File: config.mk
export PLATFORM = sky130hd
export DESIGN_NAME = decode_stage
export DESIGN_NICKNAME = d
export VERILOG_FILES = /design/src/rtl/y86_pkg.sv /design/src/rtl/y86_regfile.sv /design/src/rtl/decode_stage.sv
export SDC_FILE = /design/constraint.sdc
export NUM_CORES = 2
export LEC_CHECK = 0
export BUFFER_PORTS_ARGS = -buffer_cell sky130_fd_sc_hd__clkbuf_2
export CELL_PAD_IN_SITES_DETAIL_PLACEMENT = 1
export CELL_PAD_IN_SITES_GLOBAL_PLACEMENT = 1
export CORE_ASPECT_RATIO = 1.75
export CORE_MARGIN = 2
export CORE_UTILIZATION = 40
export DETAILED_ROUTE_END_ITERATION = 8
export PLACE_DENSITY = 0.66
export RECOVER_POWER = 25
export SYNTH_ARGS = -nofsm -noshare
export SYNTH_HDL_FRONTEND = slang
export SYNTH_HIERARCHICAL = 1
export SYNTH_SLANG_ARGS = --single-unit
File: constraint.sdc
create_clock -name clk -period 5.4 [get_ports clk]
set_input_delay 0.81 -clock clk [delete_from_list [all_inputs] [get_ports clk]]
set_output_delay 0.81 -clock clk [all_outputs]
set_load 0.1 [all_outputs]
File: src/rtl/y86_pkg.sv
// Shared Y86-64 definitions: instruction codes, register IDs, status codes,
// and a helper that tests whether a forwarding source applies to a read.
package y86_pkg;

  typedef enum logic [3:0] {
    I_HALT   = 4'h0,
    I_NOP    = 4'h1,
    I_RRMOVQ = 4'h2,
    I_IRMOVQ = 4'h3,
    I_RMMOVQ = 4'h4,
    I_MRMOVQ = 4'h5,
    I_OPQ    = 4'h6,
    I_JXX    = 4'h7,
    I_CALL   = 4'h8,
    I_RET    = 4'h9,
    I_PUSHQ  = 4'hA,
    I_POPQ   = 4'hB
  } icode_e;

  typedef enum logic [1:0] {
    STAT_AOK = 2'd0,
    STAT_HLT = 2'd1,
    STAT_ADR = 2'd2,
    STAT_INS = 2'd3
  } stat_e;

  localparam logic [3:0] RNONE = 4'hF;
  localparam logic [3:0] RSP   = 4'h4;

  // A forward source applies only when both IDs name a real register.
  function automatic logic fwd_hit(input logic [3:0] src, input logic [3:0] dst);
    return (src != RNONE) && (src == dst);
  endfunction

endpackage

File: src/rtl/y86_regfile.sv
// Y86-64 register file: 15 x 64-bit registers (IDs 0-14); ID F reads 0 and
// is never written.
//   clk, rst_n        : clock, synchronous active-low reset
//   src_a/src_b       : combinational read IDs -> val_a/val_b
//   dst_e/val_e       : write port E
//   dst_m/val_m       : write port M (wins over E on equal IDs)
// Reset clears every register except %rsp, which loads RSP_RESET; no writes
// take effect in a reset cycle.
module y86_regfile
  import y86_pkg::*;
#(
  parameter logic [63:0] RSP_RESET = 64'h0
) (
  input  logic        clk,
  input  logic        rst_n,
  input  logic [3:0]  src_a,
  input  logic [3:0]  src_b,
  output logic [63:0] val_a,
  output logic [63:0] val_b,
  input  logic [3:0]  dst_e,
  input  logic [63:0] val_e,
  input  logic [3:0]  dst_m,
  input  logic [63:0] val_m
);

  logic [63:0] regs [15];

  always_ff @(posedge clk) begin
    if (!rst_n) begin
      for (int unsigned i = 0; i < 15; i++) begin
        regs[i] <= (i == 32'(RSP)) ? RSP_RESET : '0;
      end
    end else begin
      if (dst_e != RNONE) regs[dst_e] <= val_e;
      // Later assignment takes effect: M port has priority on equal IDs.
      if (dst_m != RNONE) regs[dst_m] <= val_m;
    end
  end

  assign val_a = (src_a == RNONE) ? '0 : regs[src_a];
  assign val_b = (src_b == RNONE) ? '0 : regs[src_b];

endmodule

File: src/rtl/decode_stage.sv
// Y86-64 pipeline decode stage with writeback into the register file and the
// execute pipeline register.
//   clk, rst_n                     : clock, synchronous active-low reset
//   D_icode/ifun/rA/rB/valC/valP   : decode register fields
//   D_stat                         : status, propagated to E_stat
//   E_bubble                       : load a nop into the execute register
//   e_dstE/e_valE, M_dstE/M_valE, M_dstM/m_valM, W_dstE/W_valE,
//   W_dstM/W_valM                  : forward sources (W pairs also write)
//   d_srcA/d_srcB                  : combinational source IDs for hazard control
//   E_*                            : execute pipeline register outputs
// Macro DECODE_FWD_EN: when defined, valA/valB use the forwarding chain;
// otherwise they come from D_valP or the register file only and upstream
// control must stall on every data hazard.
module decode_stage
  import y86_pkg::*;
#(
  parameter logic [63:0] RSP_RESET = 64'h0
) (
  input  logic        clk,
  input  logic        rst_n,
  input  logic [3:0]  D_icode,
  input  logic [3:0]  D_ifun,
  input  logic [3:0]  D_rA,
  input  logic [3:0]  D_rB,
  input  logic [63:0] D_valC,
  input  logic [63:0] D_valP,
  input  logic [1:0]  D_stat,
  input  logic        E_bubble,
  input  logic [3:0]  e_dstE,
  input  logic [63:0] e_valE,
  input  logic [3:0]  M_dstE,
  input  logic [63:0] M_valE,
  input  logic [3:0]  M_dstM,
  input  logic [63:0] m_valM,
  input  logic [3:0]  W_dstE,
  input  logic [63:0] W_valE,
  input  logic [3:0]  W_dstM,
  input  logic [63:0] W_valM,
  output logic [3:0]  d_srcA,
  output logic [3:0]  d_srcB,
  output logic [3:0]  E_icode,
  output logic [3:0]  E_ifun,
  output logic [3:0]  E_dstE,
  output logic [3:0]  E_dstM,
  output logic [63:0] E_valC,
  output logic [63:0] E_valA,
  output logic [63:0] E_valB,
  output logic [1:0]  E_stat
);

  logic [3:0]  d_dstE, d_dstM;
  logic [63:0] rf_val_a, rf_val_b;
  logic [63:0] d_valA, d_valB;

  y86_regfile #(
    .RSP_RESET (RSP_RESET)
  ) u_regfile (
    .clk   (clk),
    .rst_n (rst_n),
    .src_a (d_srcA),
    .src_b (d_srcB),
    .val_a (rf_val_a),
    .val_b (rf_val_b),
    .dst_e (W_dstE),
    .val_e (W_valE),
    .dst_m (W_dstM),
    .val_m (W_valM)
  );

  // Register ID selection by instruction class.
  always_comb begin
    d_srcA = RNONE;
    d_srcB = RNONE;
    d_dstE = RNONE;
    d_dstM = RNONE;

    case (D_icode)
      I_RRMOVQ, I_RMMOVQ, I_OPQ, I_PUSHQ: d_srcA = D_rA;
      I_RET, I_POPQ:                      d_srcA = RSP;
      default:                            d_srcA = RNONE;
    endcase

    case (D_icode)
      I_RMMOVQ, I_MRMOVQ, I_OPQ:          d_srcB = D_rB;
      I_CALL, I_RET, I_PUSHQ, I_POPQ:     d_srcB = RSP;
      default:                            d_srcB = RNONE;
    endcase

    case (D_icode)
      I_RRMOVQ, I_IRMOVQ, I_OPQ:          d_dstE = D_rB;
      I_CALL, I_RET, I_PUSHQ, I_POPQ:     d_dstE = RSP;
      default:                            d_dstE = RNONE;
    endcase

    case (D_icode)
      I_MRMOVQ, I_POPQ:                   d_dstM = D_rA;
      default:                            d_dstM = RNONE;
    endcase
  end

  // Operand selection: nearest pipeline stage first.
  always_comb begin
    d_valA = rf_val_a;
    if (D_icode == I_CALL || D_icode == I_JXX) d_valA = D_valP;
`ifdef DECODE_FWD_EN
    else if (fwd_hit(d_srcA, e_dstE)) d_valA = e_valE;
    else if (fwd_hit(d_srcA, M_dstM)) d_valA = m_valM;
    else if (fwd_hit(d_srcA, M_dstE)) d_valA = M_valE;
    else if (fwd_hit(d_srcA, W_dstM)) d_valA = W_valM;
    else if (fwd_hit(d_srcA, W_dstE)) d_valA = W_valE;
`endif
  end

  always_comb begin
    d_valB = rf_val_b;
`ifdef DECODE_FWD_EN
    if      (fwd_hit(d_srcB, e_dstE)) d_valB = e_valE;
    else if (fwd_hit(d_srcB, M_dstM)) d_valB = m_valM;
    else if (fwd_hit(d_srcB, M_dstE)) d_valB = M_valE;
    else if (fwd_hit(d_srcB, W_dstM)) d_valB = W_valM;
    else if (fwd_hit(d_srcB, W_dstE)) d_valB = W_valE;
`else
    // Forward sources are unused in this build.
    if (1'b0 && (|{e_dstE, e_valE, M_dstE, M_valE, M_dstM, m_valM})) d_valB = '0;
`endif
  end

  // Execute pipeline register; reset and bubble both load a nop.
  always_ff @(posedge clk) begin
    if (!rst_n || E_bubble) begin
      E_icode <= I_NOP;
      E_ifun  <= '0;
      E_dstE  <= RNONE;
      E_dstM  <= RNONE;
      E_valC  <= '0;
      E_valA  <= '0;
      E_valB  <= '0;
      E_stat  <= STAT_AOK;
    end else begin
      E_icode <= D_icode;
      E_ifun  <= D_ifun;
      E_dstE  <= d_dstE;
      E_dstM  <= d_dstM;
      E_valC  <= D_valC;
      E_valA  <= d_valA;
      E_valB  <= d_valB;
      E_stat  <= D_stat;
    end
  end

endmodule

==> results.txt <==
----------------------------------------------------
[GRT]
  Largest net degree at the start of global routing ... 132
  First-pass GRT wire length ... 362,000 um
  GRT Total Usage ... 0.324
  Via count of the first global-routing pass ... 49,431
  Number of antenna violations at the first check in global routing ... 33
  Total overflow reported by the global router ... 0

[Final layout]
  Layout overhead on the synthesized area ... 13.2%
  Net count of the finished layout ... 5,137
  Share of layout cells above drive strength 1 ... 0.239

[Synthesis]
  Nets in the synthesized netlist ... 4,946
  Area of the mapped netlist ... 60,900 um^2
  Commonest cells in the netlist ... a22o_1, edfxtp_1, mux2i_1
  Proportion of synthesized flip-flops having asynchronous set or reset ... 0
  Leading area contributor after synthesis ... edfxtp_1
  EDFF count, synth ... 960
  Avg Inst Size Synth ... 13.7 um^2
  Flops & latches, synth ... 1,170
  Warning count from the yosys run ... 6
  Synth unique cells ... 48
  Area share of the largest cell type after synthesis ... 0.474
  Most instantiated flip-flop cell in the synthesis netlist ... edfxtp_1
  Cells taking the most area after synthesis ... edfxtp_1, a22o_1, mux4_2
  Post-synthesis cell count ... 4,457
  Sequential-to-total area share from yosys stat ... 0.543

[Power and ir drop]
  Internal power ... 16.4 mW
  Sw Share ... 0.290
  Sequential power share ... 0.467
  Relative contribution of combinational cells to total power ... 0.169
  Net switching power ... 6.70 mW
  Clock Power Share ... 0.364
  Worst IR Drop VDD ... 254 uV
  Leakage ... 26.3 nW
  Power per cell area ... 335 nW/um^2

[Worst hold path]
  Class of the tightest hold or removal check ... in2reg
  Launch point of the worst hold path ... D_valC[13]

[Clock tree]
  CTS buffer count ... 114
  CTS Root Buffer Type ... clkbuf_16
  Number of hold buffers added after CTS ... 0
  Post-CTS sizing ... 0
  Clk Latency, worst-skew pair ... 760 ps
  Count of clock tree sinks ... 1,170
  H-tree levels ... 3
  Clock-pin transition on the worst setup and hold timing paths ... 70 ps
  Clock tree buffer depth ... 3
  Post-CTS Repair Setup Buffers ... 0
  TritonCTS clock tree ... yes

[Setup path]
  Beginning of the worst register-to-register path ... u_regfile/regs[11][29]
  CP Cell Sequence ... clkbuf_2 -> nand2_1 -> nor4_4 -> clkbuf_2 -> nor2_4 -> clkbuf_4 -> a22o_1
  End of the worst register-to-register path ... E_valA[29]
  Capturing element type of the critical path ... flop
  Largest stage delay on the critical path ... 2250 ps
  Launch point of the worst path ... rst_n
  Length in cells of the worst reg-to-reg path ... 5
  Slowest CP cell ... clkbuf_2
  Critical path's most frequent cell ... clkbuf_2
  Crit path buffers/inverters ... 3
  Startpoint-to-endpoint class of the critical path ... in2reg
  Minimum setup slack among reg-to-reg paths ... 3470 ps
  CP Max Fanout ... 66
  Required time of the critical path ... 5870 ps
  Setup crit start kind ... input port
  Crit path to ... u_regfile/regs[1][13]
  Critical path data arrival time ... 5250 ps
  Cell family with the largest share of critical-path delay ... buffers and inverters
  Logic depth of the worst setup path including buffers ... 7

[Timing]
  Minimum period implied by the final worst setup slack ... 4780 ps
  Setup repair after global routing missed its margin ... false
  Transition time at the pin with the least slew margin ... 3770 ps
  Fmax achieved ... 209 MHz
  Max-slew violation total from the final report ... 921
  Setup Total Neg Slack ... 0 ps
  Worst slew slack as a fraction of its limit ... -1.51
  Setup WS post-layout ... 618 ps
  Post-Route Skew ... 38.7 ps
  Final number of setup-violating endpoints ... 0
  Final hold vios ... 0
  Final period utilization ... 0.885

[Place]
  IO Port Bufs ... 502
  Hpwl dp ... 143,000 um
  Worst slack, placed ... 1130 ps
  GPL Wtd Cong ... 0.832

[Routing]
  Avg WL per Cell ... 38.3 um
  First-pass iteration count of the detailed router ... 6
  Vias per std cell ... 6.97
  DRC violation count after routing ... 0
  Violation count after the first detailed-route iteration ... 5,303
  WL final ... 259,000 um
  Routed vias ... 47,182
  Number of nets with antenna violations after detailed routing ... 0

[Floorplanning]
  Io pins ... 707
  Starting density of the core ... 0.402
  Core footprint ... 151,000 um^2
  Die height ... 520 um
  Row count ... 189
  Full die area ... 155,000 um^2
  Horizontal die dimension ... 299 um

[Flow run]
  Number of max-cap violations ... 19

[Outcome]
  Failing checks ... max-capacitance violations, max-slew violations
  Result of the run ... complete, but fails checks

----------------------------------------------------
-- layer usage --
| layer | up-vias | share of wire | routed length (um) | global-route usage |
|---|---|---|---|---|
| met5 | - | 0.00067 | 174 | 0 |
| met4 | 26 | 0.064 | 16700 | 0.188 |
| met3 | 953 | 0.10 | 26100 | 0.0673 |
| met2 | 3213 | 0.48 | 125000 | 0.541 |
| met1 | 24394 | 0.35 | 91200 | 0.387 |
| li1 | 18596 | - | - | - |
-- worst min path at each step --
stage	cells past startpoint	endpoint
2_1_floorplan	4	E_valA[3]
3_3_place_gp	5	E_valB[46]
3_5_place_dp	5	E_valB[46]
4_1_cts	2	E_valC[1]
5_1_grt	2	E_valC[4]
6_report	2	E_valC[13]
-- power groups by stage --
stage | Clock [mW] | Combinational, mW | Sequential (mW)
global route | 8.80 | 4.05 | 10.8
floorplan | 0 | 1.98 | 11.5
detailed placement | 0 | 3.87 | 10.9
CTS | 8.53 | 3.89 | 10.8
global placement | 0 | 3.83 | 10.9
finish | 8.41 | 3.91 | 10.8
-- layout by cell type (no fill, tap or decap), types with 18 or more instances in the layout --
master,netlist,final
a22o_1,960,960
edfxtp_1,960,960
clkbuf_2,0,447
mux2i_1,384,384
mux4_2,257,257
nand2_1,211,211
dfxtp_1,210,210
o22ai_1,126,126
a22oi_1,125,125
clkbuf_16,0,124
and2_1,140,99
buf_4,22,98
clkbuf_1,304,96
o21ai_0,69,69
o211ai_1,67,67
inv_1,64,66
o221ai_1,65,65
mux2_2,63,63
a221oi_1,62,62
buf_12,6,43
and2_0,0,40
clkinv_2,0,22
clkbuf_8,0,19
diode_2,0,18
nor2_4,0,18
-- registers in the layout, indices dropped and copies added, names as in the netlist --
register / flops
E_dstE: 4
E_dstM: 4
E_icode: 4
E_ifun: 4
E_stat: 2
E_valA: 64
E_valB: 64
E_valC: 64
u_regfile/regs: 960
-- layout make-up --
class / count / area, um^2
well taps: 2005 / 2510
clock buffers: 168 / 3460
repair buffers: 660 / 4110
inverters: 65 / 244
multi-input cells: 2637 / 25100
diodes: 18 / 45.0
clock inverters: 47 / 397
flip-flops and latches: 1170 / 33000
fillers: 15294 / 82500
-- worst register-to-register path: cells and delay by family, from the launching register on --
kind,cells,cell delay (ps)
DFF,1,410
muxes,2,560
AOI/OAI and AO/OA,2,690
and+or+nand+nor,1,160
-- cells by family after synthesis --
group,after synthesis,synth area share
buf+inv,650,0.0490
compound gates,1491,0.201
mux,704,0.170
simple gates,442,0.0375
flops,1170,0.543
-- per-stage QoR --
| stage | hold WS, ps | util | area, um^2 | power, mW | std cells |
|---|---|---|---|---|---|
| final | 247 | 0.455 | 68900 | 23.1 | 6770 |
| after floorplan | 706 | - | 60900 | 13.4 | 4457 |
| after global routing | 247 | 0.455 | 68900 | 23.7 | 6763 |
| after CTS | 212 | 0.457 | 69100 | 23.2 | 6752 |
| after detailed placement | 795 | 0.431 | 65300 | 14.8 | 6537 |
| after global placement | 778 | 0.431 | 65300 | 14.7 | 6537 |
Power figures use the tool's default switching activity.
